--- src/rtl/fetch_unit.sv ---
`default_nettype none
// ============================================================================
// Module      : fetch_unit
// Description : Instruction-fetch and PC-sequencing stage for an unpipelined
//               MIPS core. Fetches one word over a req/ack handshake, holds it
//               valid for EXEC_CYCLES non-stalled cycles, then selects the
//               next PC from Jump / BranchE / BranchNE / alu_zero.
// Options     : FETCH_RETIRE_COUNT_EN - builds the 32-bit retired counter;
//               when undefined, retired is tied to zero.
// Revision    : 1.0 - initial release
// ============================================================================
module fetch_unit #(
  parameter logic [31:0] RESET_PC    = 32'h0000_0000,
  parameter int          EXEC_CYCLES = 1
) (
  input  logic        clk,
  input  logic        rst,          // asynchronous, active low
  output logic        imem_req,
  output logic [31:0] imem_addr,
  input  logic        imem_ack,
  input  logic [31:0] imem_rdata,
  input  logic        stall,
  input  logic        BranchE,
  input  logic        BranchNE,
  input  logic        Jump,
  input  logic        alu_zero,
  output logic [31:0] pc,
  output logic [31:0] instr,
  output logic [5:0]  opcode,
  output logic [4:0]  rs,
  output logic [4:0]  rt,
  output logic [4:0]  rd,
  output logic [5:0]  funct,
  output logic [15:0] imm,
  output logic        instr_valid,
  output logic [31:0] retired
);

  // Counter only needs to hold EXEC_CYCLES-1; keep at least one bit.
  localparam int                CNT_W    = (EXEC_CYCLES > 1) ? $clog2(EXEC_CYCLES) : 1;
  localparam logic [CNT_W-1:0]  CNT_LOAD = CNT_W'(EXEC_CYCLES - 1);
  // Word alignment is forced even if a misaligned reset vector is supplied.
  localparam logic [31:0]       PC_INIT  = {RESET_PC[31:2], 2'b00};

  typedef enum logic [1:0] {
    S_IDLE = 2'd0,
    S_REQ  = 2'd1,
    S_EXEC = 2'd2
  } state_t;

  state_t           state, state_nxt;
  logic [31:0]      pc_reg, pc_nxt;
  logic [31:0]      instr_reg, instr_nxt;
  logic             req_reg, req_nxt;
  logic             valid_reg, valid_nxt;
  logic [CNT_W-1:0] cnt, cnt_nxt;

  logic [31:0]      pc4;
  logic [31:0]      br_target;
  logic [31:0]      jmp_target;
  logic [31:0]      next_pc;

  assign pc4        = pc_reg + 32'd4;
  assign br_target  = pc4 + {{14{instr_reg[15]}}, instr_reg[15:0], 2'b00};
  assign jmp_target = {pc4[31:28], instr_reg[25:0], 2'b00};

  // Next-PC priority: jump, then taken beq, then taken bne, else sequential.
  always_comb begin
    next_pc = pc4;
    if (Jump) begin
      next_pc = jmp_target;
    end else if (BranchE && alu_zero) begin
      next_pc = br_target;
    end else if (BranchNE && !alu_zero) begin
      next_pc = br_target;
    end
  end

  // State register plus all datapath registers owned by the FSM.
  always_ff @(posedge clk or negedge rst) begin
    if (!rst) begin
      state     <= S_IDLE;
      pc_reg    <= PC_INIT;
      instr_reg <= 32'h0;
      req_reg   <= 1'b0;
      valid_reg <= 1'b0;
      cnt       <= '0;
    end else begin
      state     <= state_nxt;
      pc_reg    <= pc_nxt;
      instr_reg <= instr_nxt;
      req_reg   <= req_nxt;
      valid_reg <= valid_nxt;
      cnt       <= cnt_nxt;
    end
  end

  // Next-state logic: fetch handshake, execute hold/countdown, PC update.
  always_comb begin
    state_nxt = state;
    pc_nxt    = pc_reg;
    instr_nxt = instr_reg;
    req_nxt   = req_reg;
    valid_nxt = valid_reg;
    cnt_nxt   = cnt;
    case (state)
      S_IDLE: begin
        state_nxt = S_REQ;
        req_nxt   = 1'b1;
      end
      S_REQ: begin
        if (imem_ack) begin
          instr_nxt = imem_rdata;
          req_nxt   = 1'b0;
          valid_nxt = 1'b1;
          cnt_nxt   = CNT_LOAD;
          state_nxt = S_EXEC;
        end
      end
      S_EXEC: begin
        if (!stall) begin
          if (cnt != '0) begin
            cnt_nxt = cnt - 1'b1;
          end else begin
            pc_nxt    = next_pc;
            valid_nxt = 1'b0;
            req_nxt   = 1'b1;
            state_nxt = S_REQ;
          end
        end
      end
      default: begin
        state_nxt = S_IDLE;
        req_nxt   = 1'b0;
        valid_nxt = 1'b0;
      end
    endcase
  end

  assign imem_req    = req_reg;
  assign imem_addr   = pc_reg;
  assign pc          = pc_reg;
  assign instr       = instr_reg;
  assign instr_valid = valid_reg;
  assign opcode      = instr_reg[31:26];
  assign rs          = instr_reg[25:21];
  assign rt          = instr_reg[20:16];
  assign rd          = instr_reg[15:11];
  assign funct       = instr_reg[5:0];
  assign imm         = instr_reg[15:0];

`ifdef FETCH_RETIRE_COUNT_EN
  logic [31:0] retire_cnt;
  logic        retire;

  // An instruction retires on the edge that leaves S_EXEC with a PC update.
  assign retire = (state == S_EXEC) && !stall && (cnt == '0);

  // Free-running retired-instruction count, wraps naturally at 2^32.
  always_ff @(posedge clk or negedge rst) begin
    if (!rst) begin
      retire_cnt <= 32'h0;
    end else if (retire) begin
      retire_cnt <= retire_cnt + 32'd1;
    end
  end

  assign retired = retire_cnt;
`else
  assign retired = 32'h0;
`endif

endmodule
`default_nettype wire

--- config.mk ---
export PLATFORM = sky130hd
export DESIGN_NAME = fetch_unit
export DESIGN_NICKNAME = d
export VERILOG_FILES = /design/src/rtl/fetch_unit.sv
export SDC_FILE = /design/constraint.sdc
export NUM_CORES = 1
export LEC_CHECK = 0
export ABC_AREA = 1
export CORE_AREA = 2 2 161 116
export DETAILED_ROUTE_END_ITERATION = 8
export DIE_AREA = 0 0 163 118
export HOLD_SLACK_MARGIN = 0.05
export MAX_ROUTING_LAYER = met4
export PLACE_DENSITY = 0.75
export SYNTH_ARGS = -nofsm -noshare
export SYNTH_HDL_FRONTEND = slang
export SYNTH_SLANG_ARGS = --single-unit
--- constraint.sdc ---
create_clock -name clk -period 2.8 [get_ports clk]
set_input_delay 0.56 -clock clk [delete_from_list [all_inputs] [get_ports clk]]
set_output_delay 0.56 -clock clk [all_outputs]
set_load 0.02 [all_outputs]
==> qor.txt <==
Die area - 0.0192 mm²
EDFF count, synth - 0
Setup Crit Path Kind - flop to flop
Worst relative slew slack - 63.3%
GRT overflow - 0
Flops & latches, synth - 65
WP buf/inv - 2
Worst slew pin tran - 0.550 ns
Sw Share - 50.7%
Post-DR wirelength/cell - 17.2 µm
Sequential Area - 0.00164 mm²
First drt pass iteration count - 6
First-pass GRT wire length - 40100 µm
GPL Wtd Cong - 1.01
Async set or reset register ratio after synthesis - 100%
Power density cells - 1530 mW/mm²
Cell breakdown of the critical path - nand2_2, nor2_4, nand2_1, nor2_4, nand3_2, xor2_2, inv_2, ha_4, nand2_4, nor2_4, buf_6, nand2_1, nor2_1, nand2_1, nand4_1, nand3_1, nand2_1, a21boi_1
Total power - 0.0174 W
Largest net degree at the start of global routing - 66
Clock latency on the worst-skew pair - 0.35 ns
H-tree Lvls - 3
Sink Count - 65
Leak pwr - 5.43 nW
Vias/cell - 5.07
Crit. End Element - flop
Ys Warns - 0
Via Count - 8144
Max FO, Critical Path - 3
Clock tree from TritonCTS - done
Final Hold Fails - 0
Antenna-violating nets left - 0
Final core occ - 64.6%
Worst hold path type - primary input to async pin
Crit path top cell by count - nand2_1
CP max stage cell - dfrtp_1
Core Area - 0.0177 mm²
CTS Root Cell - clkbuf_16
Critical Path RT - 3.03 ns
DRT Wirelength - 27600 µm
Number of global-route vias before repair - 7485
Overall routing resource usage - 27.4%
P_sw - 0.00885 W
Max clock buf depth - 2
CP arrival - 3.09 ns
Max Cap Viol - 0
Slew Limit Fails - 0
Area Growth Syn to Fin - 63.5%
Diodes inserted - 0
Num CTS Buffers - 9
Drc violations - 0
Cell Int Power - 0.00860 W
Final period util - 102%
Synth Cell Area - 0.00699 mm²
Peak supply drop - 876 µV
Logic gate share of total power - 80.3%
Reg clk slew, reported paths - 0.07 ns
Cell Count, Final, Fillers Out - 1606
Setup crit start kind - flop
Setup violations, final - 3
Failing checks - setup timing
Placed cells - 1557
Main synth FF type - dfrtp_1
Initial Util - 39.5%
F_max - 351 MHz
Part of the power in registers - 12.3%
Nets - 1443
Clock skew - 0.0139 ns
Slowest stage delay, CP - 0.42 ns
DP Wirelength - 19900 µm
Largest delay contributor family on the critical path - simple AND/OR/NAND/NOR gates
Setup WS post-layout - -0.0513 ns
Final min period - 2.85 ns
Cell variety after synth - 40
Clk network pwr share - 7.3%
Seq/Total Area, Yosys - 23.3%
Port bufs - 176
Die height - 118 µm
Site row count - 41
Layout cells sized above 1 - 35.6%
Io pins - 213
Multi-input logic area - 0.00535 mm²
Largest register FFs - 32
Status - complete, but fails checks
RSZ-0062 raised after global routing - true
FILL cells - 1516
Initial antenna violation count - 0
Cells after Synth - 1089
Die X - 163 µm
Drt initial violations - 746
Syn avg cell area - 6.42 µm²
[worst reg2reg max path, delay by kind of cell (launching register included)]
kind,cells,cell delay [ns]
buffers and inverters,2,0.22
and+or+nand+nor,13,1.52
xor gates and xnor gates,1,0.23
adders and majority gates,1,0.29
DFF,1,0.42
AOI/OAI and AO/OA,1,0.07
[cell usage in the layout, fill, tap and decap left out, types with 28 or more instances in the layout]
cell type,instances
nor2_1,41
conb_1,36
nand3_1,45
a21oi_1,36
dfrtp_1,55
nor2_4,35
mux2_2,31
inv_1,136
ha_4,28
nand2_2,67
nand2_1,266
buf_4,166
clkdlybuf4s50_1,175
[layout make-up]
cell class	instances	share of cell area [%]
multi-input cells	775	46.8
flip-flops and latches	65	14.3
clock buffers	10	2.00
clock inverters	6	0.810
inverters	156	5.17
repair buffers	358	28.2
well taps	236	2.58
[Yosys cell counts, types with 3 or more instances]
library cell,instances,area [µm²]
nand2_1,342,1280
inv_1,151,567
buf_4,109,818
nor2_1,87,327
dfrtp_1,65,1630
nand3_1,60,300
a21oi_1,53,265
ha_1,37,463
mux2_2,31,349
o21ai_0,25,125
nand4_1,16,100
xor2_1,16,140
clkbuf_1,13,48.8
nor3_1,10,50.1
a21boi_1,8,60.1
o21ai_1,6,30.0
buf_2,5,25.0
nand2_2,5,31.3
o21bai_1,5,37.5
and2_1,4,25.0
inv_2,4,15.0
nor2_4,4,45.0
o22ai_1,4,25.0
nand3b_1,3,22.5
nor2_2,3,18.8
o221ai_1,3,26.3
xnor2_1,3,26.3
[power groups by stage]
stage | Sequential, W | Combinational, W | Clock, W
CTS | 0.00204 | 0.0116 | 0.00127
finish | 0.00215 | 0.0140 | 0.00128
global placement | 0.00201 | 0.0109 | 0
global route | 0.00221 | 0.0150 | 0.00132
floorplan | 0.00255 | 0.00595 | 0
detailed placement | 0.00202 | 0.0110 | 0
[cell families (layout without fill, tap and decap cells)]
family	Yosys count	in the layout	synth area share [%]
other	1	36	0.0537
adder cells (fa/ha/maj)	38	38	6.91
AO/OA/AOI/OAI	111	111	8.95
multiplexers	31	31	5.00
flip-flops	65	65	23.3
XOR/XNOR	19	19	2.38
AND/OR/NAND/NOR	540	540	32.2
buffers and inverters	284	530	21.2
[stage by stage]
stage / TNS (ns) / hold WS, ns / setup WS (ns) / area [µm²]
after floorplan: 0 / 0.264 / 0.0125 / 7120
after global placement: -1.56 / 0.460 / -0.349 / 9440
after detailed placement: -1.78 / 0.470 / -0.291 / 9440
after CTS: -0.0578 / 0.241 / -0.0230 / 10100
after global routing: -1.61 / 0.237 / -0.170 / 11400
final: -0.0918 / 0.194 / -0.0513 / 11400
[metal layers]
metal	global-route usage (%)	share of wire [%]
met1	37.7	42
met2	41.3	46
met3	5.43	9.1
met4	6.97	2.4
met5	-	0
[worst paths after layout]
kind | start | endpoint | slack, ns | cells past startpoint
worst max-delay path | imem_addr[8]$_DFFE_PN0P_ | imem_addr[24]$_DFFE_PN0P_ | -0.05 | 18
worst min-delay path | rst | instr[15]$_DFFE_PN0P_ | 0.19 | 2
worst max register to register | imem_addr[8]$_DFFE_PN0P_ | imem_addr[24]$_DFFE_PN0P_ | -0.05 | 18
worst min register to register | instr_valid$_DFFE_PN0P_ | instr_valid$_DFFE_PN0P_ | 0.48 | 2
max in group asynchronous | rst | imem_addr[4]$_DFFE_PN0P_ | 2.22 | 2
min in group clk | instr_valid$_DFFE_PN0P_ | instr_valid$_DFFE_PN0P_ | 0.48 | 2
[repair_timing]
item | CTS | global route
setup buffers | 8 | 25
hold buffers | 0 | 0
hold endpoints to repair | 0 | 0
resized for setup | 74 | 252
pin swaps | 13 | 114
endpoints found under the setup margin | 19 | 24
(Power assumes the default switching activity.)
